File: src/rtl/sum_accumulator_pkg.sv
// Shared types and constants for the adder-side accumulation stages.
package sum_accumulator_pkg;

  typedef enum logic {
    ST_ACCUM = 1'b0,
    ST_HOLD  = 1'b1
  } state_t;

  // Sum width of the upstream 4-bit registered adder.
  localparam int DATA_W_DEF = 4;

  // Extra headroom bit used by sat_add_unit to detect overflow past ACC_W.
  localparam int SAT_ADD_GUARD = 1;

endpackage

File: src/rtl/sum_accumulator_sat_add.sv
// Combinational saturating adder: ACC_W-bit running value plus a narrow sample.
module sat_add_unit
  import sum_accumulator_pkg::*;
#(
  parameter int ACC_W = 8,
  parameter int VAL_W = 5
) (
  input  logic [ACC_W-1:0] acc,
  input  logic [VAL_W-1:0] val,
  output logic [ACC_W-1:0] result,
  output logic             sat
);

  localparam int TMP_W = ACC_W + SAT_ADD_GUARD;

  logic [TMP_W-1:0] tmp;

  assign tmp    = TMP_W'(acc) + TMP_W'(val);
  assign sat    = tmp[ACC_W];
  assign result = sat ? '1 : tmp[ACC_W-1:0];

endmodule

File: src/rtl/sum_accumulator.sv
// Saturating block accumulator behind the registered adder; emits block totals
// on a valid/ready handshake.
module sum_accumulator
  import sum_accumulator_pkg::*;
#(
  parameter int DATA_W    = DATA_W_DEF,
  parameter int ACC_W     = 8,
  parameter int BLOCK_LEN = 16,
  parameter int CNT_W     = $clog2(BLOCK_LEN + 1)
) (
  input  logic              Clk,
  input  logic              Rst,
  input  logic              En,
  input  logic [DATA_W-1:0] Sum,
  input  logic              Overflow,
  input  logic              Flush,
  input  logic              Out_Ready,
  output logic              Out_Valid,
  output logic [ACC_W-1:0]  Out_Total,
  output logic [CNT_W-1:0]  Out_Count,
  output logic              Out_Sat,
  output logic              Drop_Err
);

  localparam logic [CNT_W-1:0] BLK = CNT_W'(BLOCK_LEN);

  state_t           state_q, state_d;
  logic [ACC_W-1:0] acc, acc_d, nacc, add_base, add_res;
  logic [CNT_W-1:0] count, cnt_d, ncnt;
  logic             sat, sat_d, nsat, add_sat;
  logic             en_d, present;
  logic             load, valid_d, drop_d;

  assign present  = en_d;
  // A sample accepted on the HOLD->ACCUM handoff starts a fresh block.
  assign add_base = (state_q == ST_HOLD) ? '0 : acc;

  sat_add_unit #(.ACC_W(ACC_W), .VAL_W(DATA_W + 1)) u_sat_add (
    .acc    (add_base),
    .val    ({Overflow, Sum}),
    .result (add_res),
    .sat    (add_sat)
  );

  always_comb begin
    state_d = state_q;
    acc_d   = acc;
    cnt_d   = count;
    sat_d   = sat;
    nacc    = acc;
    ncnt    = count;
    nsat    = sat;
    load    = 1'b0;
    valid_d = Out_Valid;
    drop_d  = Drop_Err;
    case (state_q)
      ST_ACCUM: begin
        if (present) begin
          nacc = add_res;
          nsat = sat | add_sat;
          ncnt = count + CNT_W'(1);
        end
        if (ncnt == BLK || (Flush && ncnt != '0)) begin
          load    = 1'b1;
          valid_d = 1'b1;
          acc_d   = '0;
          cnt_d   = '0;
          sat_d   = 1'b0;
          state_d = ST_HOLD;
        end else begin
          acc_d = nacc;
          cnt_d = ncnt;
          sat_d = nsat;
        end
      end
      ST_HOLD: begin
        if (present && !Out_Ready) drop_d = 1'b1;
        if (Out_Ready) begin
          if (present) begin
            nacc = add_res;
            nsat = add_sat;
            ncnt = CNT_W'(1);
          end else begin
            nacc = '0;
            nsat = 1'b0;
            ncnt = '0;
          end
          // One-sample blocks complete immediately on the handoff sample.
          if (ncnt == BLK) begin
            load = 1'b1;
          end else begin
            valid_d = 1'b0;
            state_d = ST_ACCUM;
            acc_d   = nacc;
            cnt_d   = ncnt;
            sat_d   = nsat;
          end
        end
      end
      default: state_d = ST_ACCUM;
    endcase
  end

  always_ff @(posedge Clk) begin
    if (Rst) begin
      state_q   <= ST_ACCUM;
      acc       <= '0;
      count     <= '0;
      sat       <= 1'b0;
      en_d      <= 1'b0;
      Out_Valid <= 1'b0;
      Out_Total <= '0;
      Out_Count <= '0;
      Out_Sat   <= 1'b0;
      Drop_Err  <= 1'b0;
    end else begin
      state_q   <= state_d;
      acc       <= acc_d;
      count     <= cnt_d;
      sat       <= sat_d;
      en_d      <= En;
      Out_Valid <= valid_d;
      Drop_Err  <= drop_d;
      if (load) begin
        Out_Total <= nacc;
        Out_Count <= ncnt;
        Out_Sat   <= nsat;
      end
    end
  end

endmodule

File: config.mk
export PLATFORM = sky130hd
export DESIGN_NAME = sum_accumulator
export DESIGN_NICKNAME = d
export VERILOG_FILES = /design/src/rtl/sum_accumulator_pkg.sv /design/src/rtl/sum_accumulator_sat_add.sv /design/src/rtl/sum_accumulator.sv
export SDC_FILE = /design/constraint.sdc
export NUM_CORES = 1
export LEC_CHECK = 0
export ABC_AREA = 1
export CORE_ASPECT_RATIO = 1.5
export CORE_MARGIN = 5
export CORE_UTILIZATION = 45
export DETAILED_ROUTE_END_ITERATION = 8
export PLACE_DENSITY = 0.67
export SLEW_MARGIN = 20
export SYNTH_ARGS = -nofsm -noshare
export SYNTH_HDL_FRONTEND = slang
export SYNTH_HIERARCHICAL = 1
export SYNTH_SLANG_ARGS = --single-unit
File: constraint.sdc
create_clock -name Clk -period 5.1 [get_ports Clk]
set_input_delay 0.765 -clock Clk [delete_from_list [all_inputs] [get_ports Clk]]
set_output_delay 0.765 -clock Clk [all_outputs]
set_load 0.02 [all_outputs]
==> reports/metrics.cfg <==
[sta]
rsz0062_at_grt = no
report.final.hold_viol_count = 0
setup_tns_ns = 0
fin_crit_ns = 2.919
slew_violations = 0
finalCritPeriodShare_pct = 57.24
skew_ns = 0.007429
worst_pin_slew_ns = 0.9942
slew-limit-headroom_pct = 33.63
fmax_mhz = 342.6
finalSetupViolCount = 0

[logic_synthesis]
synth-adder-area-share_pct = 4.612
synthCells = 323
synth_top_family_by_area = simple AND/OR/NAND/NOR gates
yosys_warnings = 6
yosysUniqueCellTypes = 31
yosys.area.top_type_share_pct = 31.07
muxShareOfSynthArea_pct = 0
post_synth.cell_area_avg_sq_um = 6.384
synth-seq-area-share_pct = 31.07
ys_top_cells_by_area = dfxtp_1 (31%), nand2_1 (13%), nor2_1 (9.6%), a21oi_1 (7.5%), inv_1 (6.2%)
synth.largest_area_cell = dfxtp_1
synth-xor-area-share_pct = 0
synth_compound_gate_area_share_pct = 15.66
synth_edf_count = 0
yosysMostFrequentCell = nand2_1
syn_area_sq_um = 2062
synthArstFlopShare_pct = 0
synth-seq-cells = 32
syn_nets = 340
ys.flop_type = dfxtp_1
synth_common_cells = nand2_1 (72), nor2_1 (53), inv_1 (34)
synth-simple-area-share_pct = 37.99

[power_and_ir_drop]
pwr_density_cell_nw_per_um2 = 292.0
p_leak_nw = 1.133
ir_drop_v = 0.0002380

[global_routing]
grt-ovfl-total = 0
first_global_vias = 1916
grt_antenna_before_repair = 0
grt_pass1_wl_microns = 8604
track_usage_pct = 17.98
grt_start_max_net_pins = 29

[layout]
fillers = 452
drive_above_1_share_pct = 11.05
fin_util_pct = 54.19
nNetsFinal = 360
insertedDiodeCount = 0
areaGrowthSynthToFinish_pct = 18.39

[floorplan]
die_height_microns = 92.91
die_x_microns = 65.27
ios = 26
start_util_pct = 45.78
coreArea_sq_um = 4504
rows = 30
die_area_sq_um = 6064

[clock_network]
ctsHoldBuffers = 0
worstSkewPairLatency_ns = 0.28
cts_max_level = 2
cts_tree = built
cts_buffers = 5
cts_setup_buffers = 0
clkTransAtPathRegs_ns = 0.07
cts_resized = 0
cts_buffer_depth = 2
cts-root-buf = clkbuf_8
clock_sinks = 32

[routing]
drc = 0
vias_per_cell = 5.212
first_pass_iters = 4
num_vias = 2043
drtIter0Drc = 88
antenna_left = 0
wl_per_cell_microns = 13.08
routed_wirelength_microns = 5127

[worst_setup_path]
path_common_cell = nand2_1
critical_path_buf_inv_count = 1
rr_endpoint = acc[1]$_SDFFE_PP0P_
critPathMaxFanout = 21
crit_end = acc[1]$_SDFFE_PP0P_
cp-start-kind = flop
timing.rr.start = state_q$_SDFF_PP0_
path_delay_family = simple AND/OR/NAND/NOR gates
critPathRequiredTime_ns = 5.26
worstPathArrival_ns = 3.08
critical_path_class = flop to flop
critPathMaxStageDelay_ns = 0.84
reg2reg_slack_ns = 2.18
crit_path_top_delay_cell = dfxtp_1
startpoint = state_q$_SDFF_PP0_
worstRegToRegCells = 16
worstSetupPathDepth = 16
path_cells = nor2_1 > ha_1 > fa_1 > nand2_1 > nand2_1 > nand3_2 > nand2_4 > or2_1 > nand2_1 > inv_1 > a21oi_1 > nor2_1 > nand3_1 > nand2_1 > nand2_1 > a21oi_1
worst_setup_path_end_kind = flop

[run_status]
outcome = complete, no violations

[min_path]
hp-start = sat$_SDFFE_PP0P_
hp-class = flop to flop

[placement]
dp_hpwl_microns = 3759
io_buffers = 25
gp_congestion = 0.8131

[flow_run]
cap_viol_max_count = 0

==> tightest hold or removal path, cell delays in order, from the launching register on <==
cell	delay (ns)
dfxtp_1	0.31
nand2_1	0.06
a21oi_1	0.06
==> final cells by class <==
type	count	area (sq um)	area share [%]
well taps	48	60.06	2.460
clock buffers	7	96.34	3.947
repair buffers	27	265.3	10.87
multi-input cells	239	1201	49.21
clock inverters	1	30.03	1.230
inverters	38	147.6	6.048
flip-flops and latches	32	640.6	26.24
==> report_power, final <==
part	internal, mW	leakage (nW)	switching (mW)
Combinational	0.0614	0.808	0.0986
Sequential	0.267	0.261	0.0196
Clock	0.172	0.0645	0.0935
Total	0.501	1.13	0.212
==> metrics by stage <==
step	area, sq um	hold slack [ns]	power [mW]	cells	setup slack, ns
2_1_floorplan	2062	0.4453	0.4000	323	2.639
3_3_place_gp	2315	0.4479	0.4532	384	2.100
3_5_place_dp	2315	0.4574	0.4533	384	2.032
4_1_cts	2441	0.4712	0.7222	392	2.200
5_1_grt	2441	0.4879	0.7490	392	1.913
6_report	2441	0.4726	0.7127	392	2.181
==> metal layers <==
| metal | share of wire, % | GRT usage, % | wire [microns] | vias up |
|---|---|---|---|---|
| met5 | 0 | 0 | 0 | - |
| met4 | 1.8 | 6.055 | 91 | 0 |
| met3 | 2.5 | 3.762 | 126 | 10 |
| met2 | 53 | 33.05 | 2715 | 27 |
| met1 | 43 | 19.97 | 2193 | 939 |
| li1 | - | - | - | 1067 |
==> sequential cells by signal, indices dropped and copies added, names as in the netlist, 5 cells and up <==
signal	count
count	5
acc	8
Out_Total	8
Out_Count	5
==> worst min path at each step <==
| stage | slack, ns | cells after the start | end |
|---|---|---|---|
| 2_1_floorplan | 0.45 | 2 | sat$_SDFFE_PP0P_ |
| 3_5_place_dp | 0.46 | 2 | Drop_Err$_SDFFE_PP0P_ |
| 6_report | 0.47 | 2 | sat$_SDFFE_PP0P_ |
| 5_1_grt | 0.49 | 2 | Drop_Err$_SDFFE_PP0P_ |
| 4_1_cts | 0.47 | 2 | sat$_SDFFE_PP0P_ |
| 3_3_place_gp | 0.45 | 2 | Drop_Err$_SDFFE_PP0P_ |
==> kinds of logic (layout without fill, tap and decap cells) <==
family / after synthesis / count (layout)
buf+inv: 52 / 73
simple gates: 174 / 174
flops: 32 / 32
compound gates: 58 / 58
fa+ha+maj: 7 / 7
==> placed cells by master, fill, tap and decap left out, types with 5 or more instances in the layout <==
cell             netlist  layout
a21oi_1               31      31
a21oi_2                5       5
clkbuf_8               0       7
clkdlybuf4s50_1        0      25
dfxtp_1               32      32
ha_1                   6       6
inv_1                 34      34
nand2_1               72      72
nand2_2               10      10
nand3_1               24      24
nor2_1                53      53
o21ai_0               10      10
o21ai_1                5       5
Power figures use the tool's default switching activity.
